<file path="src/rtl/usb_utmi_pkg.sv">
`default_nettype none
// +--------------------------------------------------------------------------+
// | usb_utmi_pkg                                                             |
// | Shared types and defaults for the UTMI transmit arbiter.                 |
// | Rev 1.0                                                                  |
// +--------------------------------------------------------------------------+
package usb_utmi_pkg;

  typedef enum logic [1:0] {
    IDLE = 2'd0,
    XFER = 2'd1,
    GAP  = 2'd2
  } usb_tx_arb_state_t;

  localparam int USB_TX_ARB_IPG_DEFAULT = 4;

endpackage
`default_nettype wire

</file>
<file path="src/rtl/usb_utmi_tx_arb_if.sv">
`default_nettype none
// +--------------------------------------------------------------------------+
// | usb_utmi_tx_arb_if                                                       |
// | Requester-side and UTMI-side signals of the transmit arbiter.            |
// | Rev 1.0                                                                  |
// +--------------------------------------------------------------------------+
interface usb_utmi_tx_arb_if #(
  parameter int NREQ = 2
);
  logic [NREQ-1:0]   req_valid;
  logic [NREQ*8-1:0] req_data;
  logic [NREQ-1:0]   req_ready;
  logic [NREQ-1:0]   grant;
  logic              busy;
  logic              utmi_tx_valid;
  logic [7:0]        utmi_data_in;
  logic              utmi_tx_ready;
  logic              utmi_rx_active;

  // Environment side: requesters plus the PHY.
  modport master (
    output req_valid, req_data, utmi_tx_ready, utmi_rx_active,
    input  req_ready, grant, busy, utmi_tx_valid, utmi_data_in
  );

  // Arbiter side.
  modport slave (
    input  req_valid, req_data, utmi_tx_ready, utmi_rx_active,
    output req_ready, grant, busy, utmi_tx_valid, utmi_data_in
  );
endinterface
`default_nettype wire

</file>
<file path="src/rtl/usb_rr_arb.sv">
`default_nettype none
// +--------------------------------------------------------------------------+
// | usb_rr_arb                                                               |
// | Round-robin picker with its rotating pointer register.                   |
// | Rev 1.0                                                                  |
// +--------------------------------------------------------------------------+
module usb_rr_arb #(
  parameter int NREQ = 2
) (
  input  wire logic            clk,
  input  wire logic            rst,
  input  wire logic [NREQ-1:0] req,
  input  wire logic            advance,
  output logic      [NREQ-1:0] winner
);
  localparam int              PW     = (NREQ > 1) ? $clog2(NREQ) : 1;
  localparam logic [PW-1:0]   C_LAST = PW'(NREQ - 1);

  logic [PW-1:0] r_ptr;
  logic [PW-1:0] w_idx;
  logic [PW-1:0] w_cand;
  logic          w_found;
  int            w_pos;

  // Search starts at the pointer and wraps modulo NREQ.
  always_comb begin
    w_found = 1'b0;
    w_idx   = r_ptr;
    w_cand  = r_ptr;
    w_pos   = 0;
    for (int k = 0; k < NREQ; k++) begin
      w_pos = int'(r_ptr) + k;
      if (w_pos >= NREQ) w_pos = w_pos - NREQ;
      w_cand = PW'(w_pos);
      if (!w_found && req[w_cand]) begin
        w_found = 1'b1;
        w_idx   = w_cand;
      end
    end
    winner = '0;
    if (w_found) winner[w_idx] = 1'b1;
  end

  always_ff @(posedge clk) begin
    if (rst) begin
      r_ptr <= '0;
    end else if (advance && w_found) begin
      r_ptr <= (w_idx == C_LAST) ? '0 : w_idx + PW'(1);
    end
  end

endmodule
`default_nettype wire

</file>
<file path="src/rtl/usb_utmi_tx_arb.sv">
`default_nettype none
// +--------------------------------------------------------------------------+
// | usb_utmi_tx_arb                                                          |
// | Arbitrates NREQ packet sources onto one UTMI transmit path.              |
// | Rev 1.0                                                                  |
// +--------------------------------------------------------------------------+
module usb_utmi_tx_arb
  import usb_utmi_pkg::*;
#(
  parameter int NREQ       = 2,
  parameter int IPG_CYCLES = USB_TX_ARB_IPG_DEFAULT
) (
  input wire logic          clk,
  input wire logic          rst,
  usb_utmi_tx_arb_if.slave  bus
);
  localparam logic [7:0] C_GAP_LOAD = 8'(IPG_CYCLES - 1);

  usb_tx_arb_state_t r_state;
  logic [NREQ-1:0]   r_grant;
  logic [7:0]        r_gap_cnt;
  logic              r_busy;

  logic [NREQ-1:0]   w_winner;
  logic              w_start;
  logic              w_owner_valid;
  logic              w_tx_valid;
  logic [7:0]        w_data;
  logic [NREQ-1:0]   w_ready;

  assign w_start       = (r_state == IDLE) && (|bus.req_valid) && !bus.utmi_rx_active;
  assign w_owner_valid = |(bus.req_valid & r_grant);

  usb_rr_arb #(
    .NREQ (NREQ)
  ) u_rr_arb (
    .clk     (clk),
    .rst     (rst),
    .req     (bus.req_valid),
    .advance (w_start),
    .winner  (w_winner)
  );

  always_ff @(posedge clk) begin
    if (rst) begin
      r_state   <= IDLE;
      r_grant   <= '0;
      r_gap_cnt <= 8'd0;
      r_busy    <= 1'b0;
    end else begin
      case (r_state)
        IDLE: begin
          if (w_start) begin
            r_state <= XFER;
            r_grant <= w_winner;
            r_busy  <= 1'b1;
          end
        end
        XFER: begin
          if (!w_owner_valid) begin
            r_state   <= GAP;
            r_grant   <= '0;
            r_gap_cnt <= C_GAP_LOAD;
          end
        end
        GAP: begin
          // Loaded with IPG_CYCLES-1 so the exit edge is the IPG_CYCLES-th.
          if (r_gap_cnt == 8'd0) begin
            r_state <= IDLE;
            r_busy  <= 1'b0;
          end else begin
            r_gap_cnt <= r_gap_cnt - 8'd1;
          end
        end
        default: begin
          r_state <= IDLE;
          r_grant <= '0;
          r_busy  <= 1'b0;
        end
      endcase
    end
  end

  // Data path is a pass-through from the granted requester.
  always_comb begin
    w_tx_valid = 1'b0;
    w_data     = 8'h00;
    w_ready    = '0;
    if (r_state == XFER) begin
      for (int i = 0; i < NREQ; i++) begin
        if (r_grant[i]) begin
          w_tx_valid = bus.req_valid[i];
          w_data     = bus.req_data[8*i +: 8];
          w_ready[i] = bus.utmi_tx_ready;
        end
      end
    end
  end

  assign bus.req_ready     = w_ready;
  assign bus.grant         = r_grant;
  assign bus.busy          = r_busy;
  assign bus.utmi_tx_valid = w_tx_valid;
  assign bus.utmi_data_in  = w_data;

endmodule
`default_nettype wire

</file>
<file path="src/flat_wrapper.sv">
// flat-port wrapper written by rule: the top's interface ports become plain ports
module usb_utmi_tx_arb_flat import usb_utmi_pkg::*;
#(
  parameter int NREQ       = 2,
  parameter int IPG_CYCLES = USB_TX_ARB_IPG_DEFAULT
)
  (clk, rst, bus_req_valid, bus_req_data, bus_utmi_tx_ready, bus_utmi_rx_active, bus_req_ready, bus_grant, bus_busy, bus_utmi_tx_valid, bus_utmi_data_in);
  usb_utmi_tx_arb_if #(.NREQ(NREQ)) bus_i ();
  input wire logic clk;
  input wire logic rst;
  input wire logic [$bits(bus_i.req_valid)-1:0] bus_req_valid;
  input wire logic [$bits(bus_i.req_data)-1:0] bus_req_data;
  input wire logic [$bits(bus_i.utmi_tx_ready)-1:0] bus_utmi_tx_ready;
  input wire logic [$bits(bus_i.utmi_rx_active)-1:0] bus_utmi_rx_active;
  output wire logic [$bits(bus_i.req_ready)-1:0] bus_req_ready;
  output wire logic [$bits(bus_i.grant)-1:0] bus_grant;
  output wire logic [$bits(bus_i.busy)-1:0] bus_busy;
  output wire logic [$bits(bus_i.utmi_tx_valid)-1:0] bus_utmi_tx_valid;
  output wire logic [$bits(bus_i.utmi_data_in)-1:0] bus_utmi_data_in;
  assign bus_i.req_valid = bus_req_valid;
  assign bus_i.req_data = bus_req_data;
  assign bus_i.utmi_tx_ready = bus_utmi_tx_ready;
  assign bus_i.utmi_rx_active = bus_utmi_rx_active;
  assign bus_req_ready = bus_i.req_ready;
  assign bus_grant = bus_i.grant;
  assign bus_busy = bus_i.busy;
  assign bus_utmi_tx_valid = bus_i.utmi_tx_valid;
  assign bus_utmi_data_in = bus_i.utmi_data_in;
  usb_utmi_tx_arb #(.NREQ(NREQ), .IPG_CYCLES(IPG_CYCLES)) u_core (.clk(clk), .rst(rst), .bus(bus_i));
endmodule
</file>
<file path="config.mk">
export PLATFORM = sky130hd
export DESIGN_NAME = usb_utmi_tx_arb_flat
export DESIGN_NICKNAME = d
export VERILOG_FILES = /design/src/rtl/usb_utmi_pkg.sv /design/src/rtl/usb_utmi_tx_arb_if.sv /design/src/rtl/usb_rr_arb.sv /design/src/rtl/usb_utmi_tx_arb.sv /design/src/flat_wrapper.sv
export SDC_FILE = /design/constraint.sdc
export NUM_CORES = 1
export LEC_CHECK = 0
export CORE_ASPECT_RATIO = 0.75
export CORE_UTILIZATION = 46
export DETAILED_ROUTE_END_ITERATION = 6
export PLACE_DENSITY = 0.94
export SETUP_SLACK_MARGIN = 0.15
export SYNTH_ARGS = -nofsm -noshare
export SYNTH_HDL_FRONTEND = slang
export SYNTH_HIERARCHICAL = 1
export SYNTH_SLANG_ARGS = --single-unit
</file>
<file path="constraint.sdc">
create_clock -name clk -period 3.13 [get_ports clk]
set_input_delay 0.626 -clock clk [delete_from_list [all_inputs] [get_ports clk]]
set_output_delay 0.626 -clock clk [all_outputs]
set_load 0.02 [all_outputs]
</file>
==> results of run 1 <==
-- power by group through the flow --
stage / Sequential, uW / Combinational (uW) / Clock [uW]
finish: 197 / 105 / 102
global route: 198 / 113 / 110
CTS: 197 / 103 / 105
detailed placement: 201 / 103 / 0
global placement: 200 / 98.7 / 0
floorplan: 198 / 56.8 / 0
-- flip-flops by register name, summed over array words and instances, names as in the netlist --
name and flops:
u_core/u_rr_arb/r_ptr 1, u_core/bus.grant 2, u_core/bus.busy 1, u_core/r_gap_cnt 8, u_core/r_state 2
-- routing by layer --
layer	vias up	track usage, %	routed length, um	part of all wire [%]
li1	494	-	-	-
met1	494	35.7	1250	46
met4	0	9.21	19	0.71
met2	44	37.3	1250	47
met5	-	0	0	0
met3	3	7.41	172	6.4
-- synth_stat cells (3+ instances only) --
master    number  area [sq um]
nor3_1         3          15.0
dfxtp_1       14           280
inv_1          3          11.3
a22oi_1       10          75.1
nand3_1        4          20.0
clkbuf_1       3          11.3
nor2b_1        4          25.0
o21ai_0        3          15.0
nand3b_1       3          22.5
a21oi_1        9          45.0
nor2_1        11          41.3
nand2_1        3          11.3
-- stage by stage --
step	util [%]	total power [uW]	std cells	instance area (sq um)
after floorplan	-	255	112	922
after global placement	70.1	298	163	1270
after detailed placement	70.1	303	163	1270
after CTS	71.4	405	166	1290
after global routing	71.4	421	166	1290
final	71.4	404	166	1290
-- kinds of logic after synthesis --
family	after synthesis
AO/OA/AOI/OAI	44
AND/OR/NAND/NOR	42
flip-flops	14
adder cells (fa/ha/maj)	2
buffers and inverters	10
-- final timing paths --
path,startpoint,endpoint,slack (ns),depth (start not counted)
max,bus_req_valid[1],bus_utmi_tx_valid,0.24,4
min,u_core/r_gap_cnt[4],u_core/r_gap_cnt[4],0.52,2
max reg2reg,u_core/r_state[1],u_core/r_gap_cnt[7],1.33,3
min reg2reg,u_core/r_gap_cnt[4],u_core/r_gap_cnt[4],0.52,2
-- area by class of cell --
class / instances / area [sq um]
clock buffers: 3 / 22.5
inverters: 4 / 15.0
fillers: 152 / 517
well taps: 22 / 27.5
repair buffers: 35 / 350
multi-input cells: 88 / 593
flip-flops and latches: 14 / 280
-- worst register-to-register path, stage by stage (launching register included) --
cell,delay (ns)
dfxtp_1,0.56
or4b_4,0.56
or4b_1,0.49
a21oi_1,0.13
-- cells in the final DEF, fill, tap and decap left out, types with 2 or more instances in the layout --
cell / n
nor3_1: 3
dfxtp_1: 14
a21boi_0: 2
a21oi_1: 9
a22oi_1: 10
a211o_1: 2
nand3_1: 4
o21ai_1: 2
or4_1: 2
nor2_1: 11
clkbuf_4: 3
clkdlybuf4s50_1: 35
nand2_1: 3
nor2b_1: 4
a211oi_1: 2
o21ai_0: 3
inv_1: 3
nand3b_1: 3
a31oi_1: 2
and3_1: 2
ha_1: 2
==> results.tsv, run 1 <==
metric	value	unit
outcome	complete, no violations	
clkSlewWorstSetupHoldPaths	0.08	ns
slowest_delay	0.63	ns
worst-path-buf-inv	2	
rsz0062_at_grt	false	
synth_flop_cell	dfxtp_1	
async_reset_ff_share	0	%
vias	1035	
gp_congestion	0.828	
synth-edff-count	0	
start_util	51.1	%
syn_avg_cell_area	8.23	sq um
ys.warnings.count	6	
start_kind	input port	
comb_power_share	26.0	%
cap_violations	0	
ys_types	46	
power.density	314	mW/mm^2
critPathArrivalTime	2.26	ns
post_drt_wl_per_cell	16.2	um
clock_sinks	14	
switchingPower	120	uW
path_delay_family	buffers and inverters	
grt_max_degree	17	
cts_tree	yes	
die_y	40.8	um
fp-row-count	13	
syn_inst	112	
clk_path_buf_depth	2	
whs	0.523	ns
h-tree-depth	1	
slew_headroom	49.4	%
critPathSlowestCell	clkdlybuf4s50_1	
nNetsFinal	170	
setup-violations-final	0	
cts_root_buf	clkbuf_4	
hpwlAfterDp	2100	um
grt_usage	25.7	%
syn-cell-area	922	sq um
clk_latency	0.29	ns
die_w	53.7	um
min_path_type	flip-flop to flip-flop	
ys_seq_elements	14	
swShare	29.6	%
finalHoldViolCount	0	
clock.fmax	0.346	GHz
grt_pass1_vias	821	
leakage	0.000426	uW
ios	36	
cts_hold_buf	0	
fin_tns_setup	0	ns
place_ws	0.259	ns
setup_slack	0.242	ns
synthMuxAreaShare	0	%
numCtsBuffers	3	
crit_type	input port to output port	
synthAdderAreaFrac	2.71	%
viasPerCell	6.23	
endpoint_kind	output port	
drive_gt1_share	7.64	%
pwr-share-seq	48.7	%
finalCritPeriodShare	92.3	%
synth-seq-area-share	30.4	%
p_int	285	uW
crit_path_max_fanout	8	
drc	0	
dieArea	0.00219	sq mm
tightest_slew	0.753	ns
ctsResizeCount	0	
drt_pre_antenna_iters	4	
crit_top_cell	clkdlybuf4s50_1	
portBuffers	35	
dr.first_iter.drc_count	59	
core	0.00181	sq mm
wirelength	2690	um
synth_top_family_by_area	compound AO/OA/AOI/OAI gates	
n_antenna_cell	0	
clockPowerShare	25.3	%
grt_overflow	0	
antenna_found_initial	0	
drtAntennaViolNets	0	
fin_skew	0.00563	ns
syn_nets	136	
crit_chain	clkdlybuf4s50_1 > a22oi_1 > nor3_1 > clkdlybuf4s50_1	
fin_crit	2.89	ns
critPathRequiredTime	2.50	ns
synth_compound_area_share	34.1	%
cts_setup_buffers	0	
syn2layout_area_growth	39.8	%
irDropWorstVdd	0.000316	V
synth-simple-area-share	27.5	%
synth_xor_xnor_area_share	0	%
slew_violations	0	
grt_pass1_wl	3810	um
(Power assumes the default switching activity.)
==> run 2: changes to the inputs <==
--- a/config.mk
+++ b/config.mk
@@ -6,9 +6,11 @@
 export NUM_CORES = 1
 export LEC_CHECK = 0
 export CORE_ASPECT_RATIO = 0.75
-export CORE_UTILIZATION = 46
+export CORE_UTILIZATION = 48
+export CTS_BUF_LIST = sky130_fd_sc_hd__clkbuf_4 sky130_fd_sc_hd__clkbuf_8
 export DETAILED_ROUTE_END_ITERATION = 6
-export PLACE_DENSITY = 0.94
+export MAX_ROUTING_LAYER = met4
+export PLACE_DENSITY = 0.95
 export SETUP_SLACK_MARGIN = 0.15
 export SYNTH_ARGS = -nofsm -noshare
 export SYNTH_HDL_FRONTEND = slang
==> run 2 against run 1 <==
- via count about the same
- flip-flop and latch count unchanged
- critical path type unchanged
- clock skew is 0.0043 ns lower
- cell count is 1.2% higher
- largest power group unchanged
==> results.tsv, run 2 (synthesis gave the netlist of run 1 again) <==
metric	value	unit
outcome	complete, no violations	
drive_gt1_share	8.90	%
dr.first_iter.drc_count	53	
cap_violations	0	
vias	1034	
slew_headroom	44.0	%
clk_latency	0.28	ns
nNetsFinal	171	
die_w	52.6	um
slew_violations	0	
drc	0	
clock_sinks	14	
post_drt_wl_per_cell	16.1	um
gp_congestion	0.876	
largest_reg_flops	8	
leakage	0.000438	uW
antenna_found_initial	0	
finalHoldViolCount	0	
numCtsBuffers	3	
crit_path_max_fanout	7	
h-tree-depth	1	
clock.fmax	0.345	GHz
start_util	52.0	%
drt_pre_antenna_iters	5	
die_y	40.0	um
viasPerCell	6.15	
syn2layout_area_growth	42.1	%
grt_usage	27.5	%
core	0.00177	sq mm
wirelength	2700	um
grt_overflow	0	
cts_tree	yes	
setup_slack	0.234	ns
grt_pass1_wl	3930	um
critPathArrivalTime	2.27	ns
critPathRequiredTime	2.50	ns
clk_path_buf_depth	2	
portBuffers	35	
start_kind	input port	
fp-row-count	13	
largest-register	u_core/r_gap_cnt	
clkSlewWorstSetupHoldPaths	0.08	ns
grt_max_degree	17	
power.density	332	mW/mm^2
layout_commonest_cell	clkdlybuf4s50_1	
layout_common_cells	35 x clkdlybuf4s50_1, 14 x dfxtp_1, 11 x nor2_1	
min_path_type	flip-flop to flip-flop	
fin_tns_setup	0	ns
finalCritPeriodShare	92.5	%
tightest_slew	0.834	ns
dieArea	0.00210	sq mm
cts_setup_buffers	0	
rsz0062_at_grt	false	
setup-violations-final	0	
placed_cells	164	
fin_skew	0.00129	ns
cts_root_buf	clkbuf_4	
fin_cells	168	
grt_pass1_vias	861	
cts_hold_buf	0	
irDropWorstVdd	0.000331	V
ios	36	
hpwlAfterDp	1910	um
drtAntennaViolNets	0	
fin_crit	2.90	ns
crit_type	input port to output port	
n_antenna_cell	0	
endpoint_kind	output port	
ctsResizeCount	0	
place_ws	0.262	ns
-- run 2: power by group --
part,internal [uW],leakage (uW),switching (uW)
clock network,70.9,0.0000210,60.2
registers,186,0.000114,11.5
logic,55.3,0.000303,51.7
-- run 2: area by class of cell --
cell class | count | area, sq um
Fill cell | 122 | 463
Tap cell | 22 | 27.5
Timing Repair Buffer | 36 | 358
Multi-Input combinational cell | 88 | 593
Sequential cell | 14 | 280
Clock buffer | 4 | 36.3
Inverter | 4 | 15.0
-- run 2: final timing paths --
kind	from	to	slack, ns	depth (start not counted)
min reg2reg	u_core/r_gap_cnt[4]	u_core/r_gap_cnt[4]	0.51	2
max reg2reg	u_core/r_gap_cnt[0]	u_core/r_gap_cnt[0]	1.27	5
min	u_core/r_gap_cnt[4]	u_core/r_gap_cnt[4]	0.51	2
max	bus_req_valid[0]	bus_utmi_tx_valid	0.23	4
-- run 2: routing by layer --
layer | global-route usage, % | wire length, um | vias up
met5 | - | 0 | -
met1 | 33.6 | 1210 | 485
met4 | 12.5 | 58 | 0
li1 | - | - | 494
met3 | 8.71 | 140 | 10
met2 | 41.8 | 1290 | 45
-- run 2: worst max-delay path, cell delays in order --
cell             delay [ns]
clkdlybuf4s50_1        0.58
a22oi_1                0.17
nor3_1                 0.24
clkdlybuf4s50_1        0.64
-- run 2: metrics by stage --
step                      total power, uW  util [%]  instance area, sq um  hold slack (ns)
after floorplan                       255         -                   922            0.464
after global placement                299      71.8                  1270            0.478
after detailed placement              304      71.8                  1270            0.496
after CTS                             435      73.9                  1310            0.509
after global routing                  455      73.9                  1310            0.569
final                                 435      73.9                  1310            0.510
==> run 3: changes to the inputs <==
--- a/config.mk
+++ b/config.mk
@@ -6,13 +6,13 @@
 export NUM_CORES = 1
 export LEC_CHECK = 0
 export CORE_ASPECT_RATIO = 0.75
-export CORE_UTILIZATION = 48
+export CORE_UTILIZATION = 49
 export CTS_BUF_LIST = sky130_fd_sc_hd__clkbuf_4 sky130_fd_sc_hd__clkbuf_8
 export DETAILED_ROUTE_END_ITERATION = 6
 export MAX_ROUTING_LAYER = met4
-export PLACE_DENSITY = 0.95
+export PLACE_DENSITY = 0.91
 export SETUP_SLACK_MARGIN = 0.15
+export SKIP_LAST_GASP = 1
 export SYNTH_ARGS = -nofsm -noshare
 export SYNTH_HDL_FRONTEND = slang
-export SYNTH_HIERARCHICAL = 1
 export SYNTH_SLANG_ARGS = --single-unit
==> run 3 against run 2 <==
- design area grew 4.3%
- worst hold slack got worse by 0.014 ns
- worst setup slack better by 0.17 ns
- sequential share of layout area shrank 0.88 points
- synthesized area rose by 4.7%
- synthesized cell count up 5.4%
- clock skew hardly changed
- clock power grew 5%
- routed wire length increased by 3.1%
- register-to-register slack lost 0.17 ns
- critical endpoint is now bus_utmi_data_in[6]
- cell count grew 4.2%
==> results.tsv, run 3 <==
metric	value	unit
synth_flop_cell	dfxtp_1	
syn_avg_cell_area	8.19	sq um
setup-violations-final	0	
nNetsFinal	181	
slowest_delay	0.63	ns
dr.first_iter.drc_count	36	
n_antenna_cell	0	
fp-row-count	13	
clock_sinks	14	
swShare	47.5	%
start_kind	flip-flop	
leakage	0.000526	uW
synth_common_cells	14 x dfxtp_1, 14 x nor2_1, 8 x a22oi_1, 8 x inv_1, 8 x nand2_1	
async_reset_ff_share	0	%
hpwlAfterDp	2160	um
syn-cell-area	966	sq um
drive_gt1_share	9.15	%
h-tree-depth	1	
fin_cells	175	
grt_overflow	0	
critPathArrivalTime	2.10	ns
endpoint_kind	output port	
numCtsBuffers	3	
min_path_type	flip-flop to flip-flop	
cts_hold_buf	0	
grt_usage	27.5	%
slew_headroom	62.5	%
vias	1045	
place_area	0.00133	sq mm
clk_latency	0.29	ns
dieArea	0.00215	sq mm
tightest_slew	0.562	ns
cts_setup_buffers	0	
start_util	54.0	%
clkSlewWorstSetupHoldPaths	0.09	ns
clockPowerShare	10.6	%
ys_types	39	
fin_skew	0.000805	ns
syn2layout_area_growth	41.5	%
portBuffers	35	
clock.fmax	0.366	GHz
power.density	940	mW/mm^2
gp_congestion	0.868	
cap_violations	0	
fin_crit	2.73	ns
ys_seq_elements	14	
die_y	40.5	um
viasPerCell	5.97	
outcome	complete, no violations	
p_int	675	uW
ios	36	
crit_path_max_fanout	11	
path_delay_family	buffers and inverters	
crit_type	flip-flop to output port	
slew_violations	0	
clk_path_buf_depth	2	
grt_pass1_wl	3930	um
drt_pre_antenna_iters	4	
post_drt_wl_per_cell	15.9	um
pwr-share-seq	25.6	%
grt_max_degree	16	
core	0.00179	sq mm
critPathRequiredTime	2.50	ns
grt_pass1_vias	879	
wirelength	2790	um
layout_common_cells	34 x clkdlybuf4s50_1, 14 x nor2_1, 14 x dfxtp_1	
reg2reg_slack	1.10	ns
cts_tree	yes	
finalCritPeriodShare	87.2	%
yosys.area.top_type	dfxtp_1	
drc	0	
finalHoldViolCount	0	
synth-edff-count	0	
netlist.area_leader.share	29.0	%
ys.warnings.count	0	
syn_inst	118	
placed_cells	171	
syn_nets	145	
switchingPower	610	uW
cts_root_buf	clkbuf_4	
crit_top_cell	inv_1	
final_area	0.00137	sq mm
die_w	53.3	um
rsz0062_at_grt	false	
worst-path-buf-inv	3	
comb_power_share	63.8	%
largest-register	u_core.r_gap_cnt	
largest_reg_flops	8	
synth-seq-area-share	29.0	%
critPathSlowestCell	clkdlybuf4s50_1	
yosys-top-cells-area	dfxtp_1 29%, ha_1 6.5%, a22oi_1 6.2%	
fin_tns_setup	0	ns
antenna_found_initial	0	
crit_chain	inv_1 > ha_1 > inv_1 > nor2_1 > clkdlybuf4s50_1	
irDropWorstVdd	0.000809	V
drtAntennaViolNets	0	
layout_commonest_cell	clkdlybuf4s50_1	
run 3: cell count changes after synthesis, sizes merged, moves of 4 or more:
cell	change
inv	+4
mux2i	+4
nor2b	-4
nand2	+5
run 3: power groups by stage:
stage	clock network, uW	logic [uW]	registers, uW
global placement	0	760	322
global route	143	893	339
floorplan	0	608	318
detailed placement	0	800	330
finish	137	820	329
CTS	133	808	326
run 3: cell type report:
type	instances	area, sq um
fillers	136	423
well taps	22	27.5
clock buffers	4	36.3
multi-input cells	91	632
repair buffers	36	360
flip-flops and latches	14	280
inverters	8	30.0
run 3: worst paths after layout:
kind,endpoint,cells past startpoint,startpoint
max reg2reg,u_core.r_gap_cnt[3],6,u_core.r_state[1]
min,u_core.r_gap_cnt[0],1,u_core.r_gap_cnt[0]
min reg2reg,u_core.r_gap_cnt[0],1,u_core.r_gap_cnt[0]
max,bus_utmi_data_in[6],5,u_core.r_state[1]
run 3: cell families (layout without fill, tap and decap cells):
kind of cell,count (synthesis),count (layout),synth area share [%]
AND/OR/NAND/NOR,43,43,24.0
AO/OA/AOI/OAI,39,39,30.6
flip-flops,14,14,29.0
buffers and inverters,13,48,5.83
adder cells (fa/ha/maj),5,5,6.48
multiplexers,4,4,4.15
run 3: timing repair:
item / CTS / global route
hold endpoints to repair: 0 / 0
gates resized for setup: 0 / 2
setup endpoints to repair: 0 / 2
run 3: layer usage:
metal	vias up	track usage [%]	share of wire [%]
met3	4	8.71	5.5
met1	492	35.2	47
met5	-	-	0
li1	512	-	-
met2	37	40.6	46
met4	0	9.87	1.4
run 3: per-stage QoR:
stage | hold slack (ns) | util (%) | power, uW | setup slack, ns
floorplan | 0.446 | - | 926 | 1.24
finish | 0.496 | 76.4 | 1280 | 0.401
global placement | 0.458 | 74.1 | 1080 | 0.254
CTS | 0.497 | 76.1 | 1270 | 0.226
global route | 0.523 | 76.4 | 1380 | 0.271
detailed placement | 0.483 | 74.1 | 1130 | 0.218
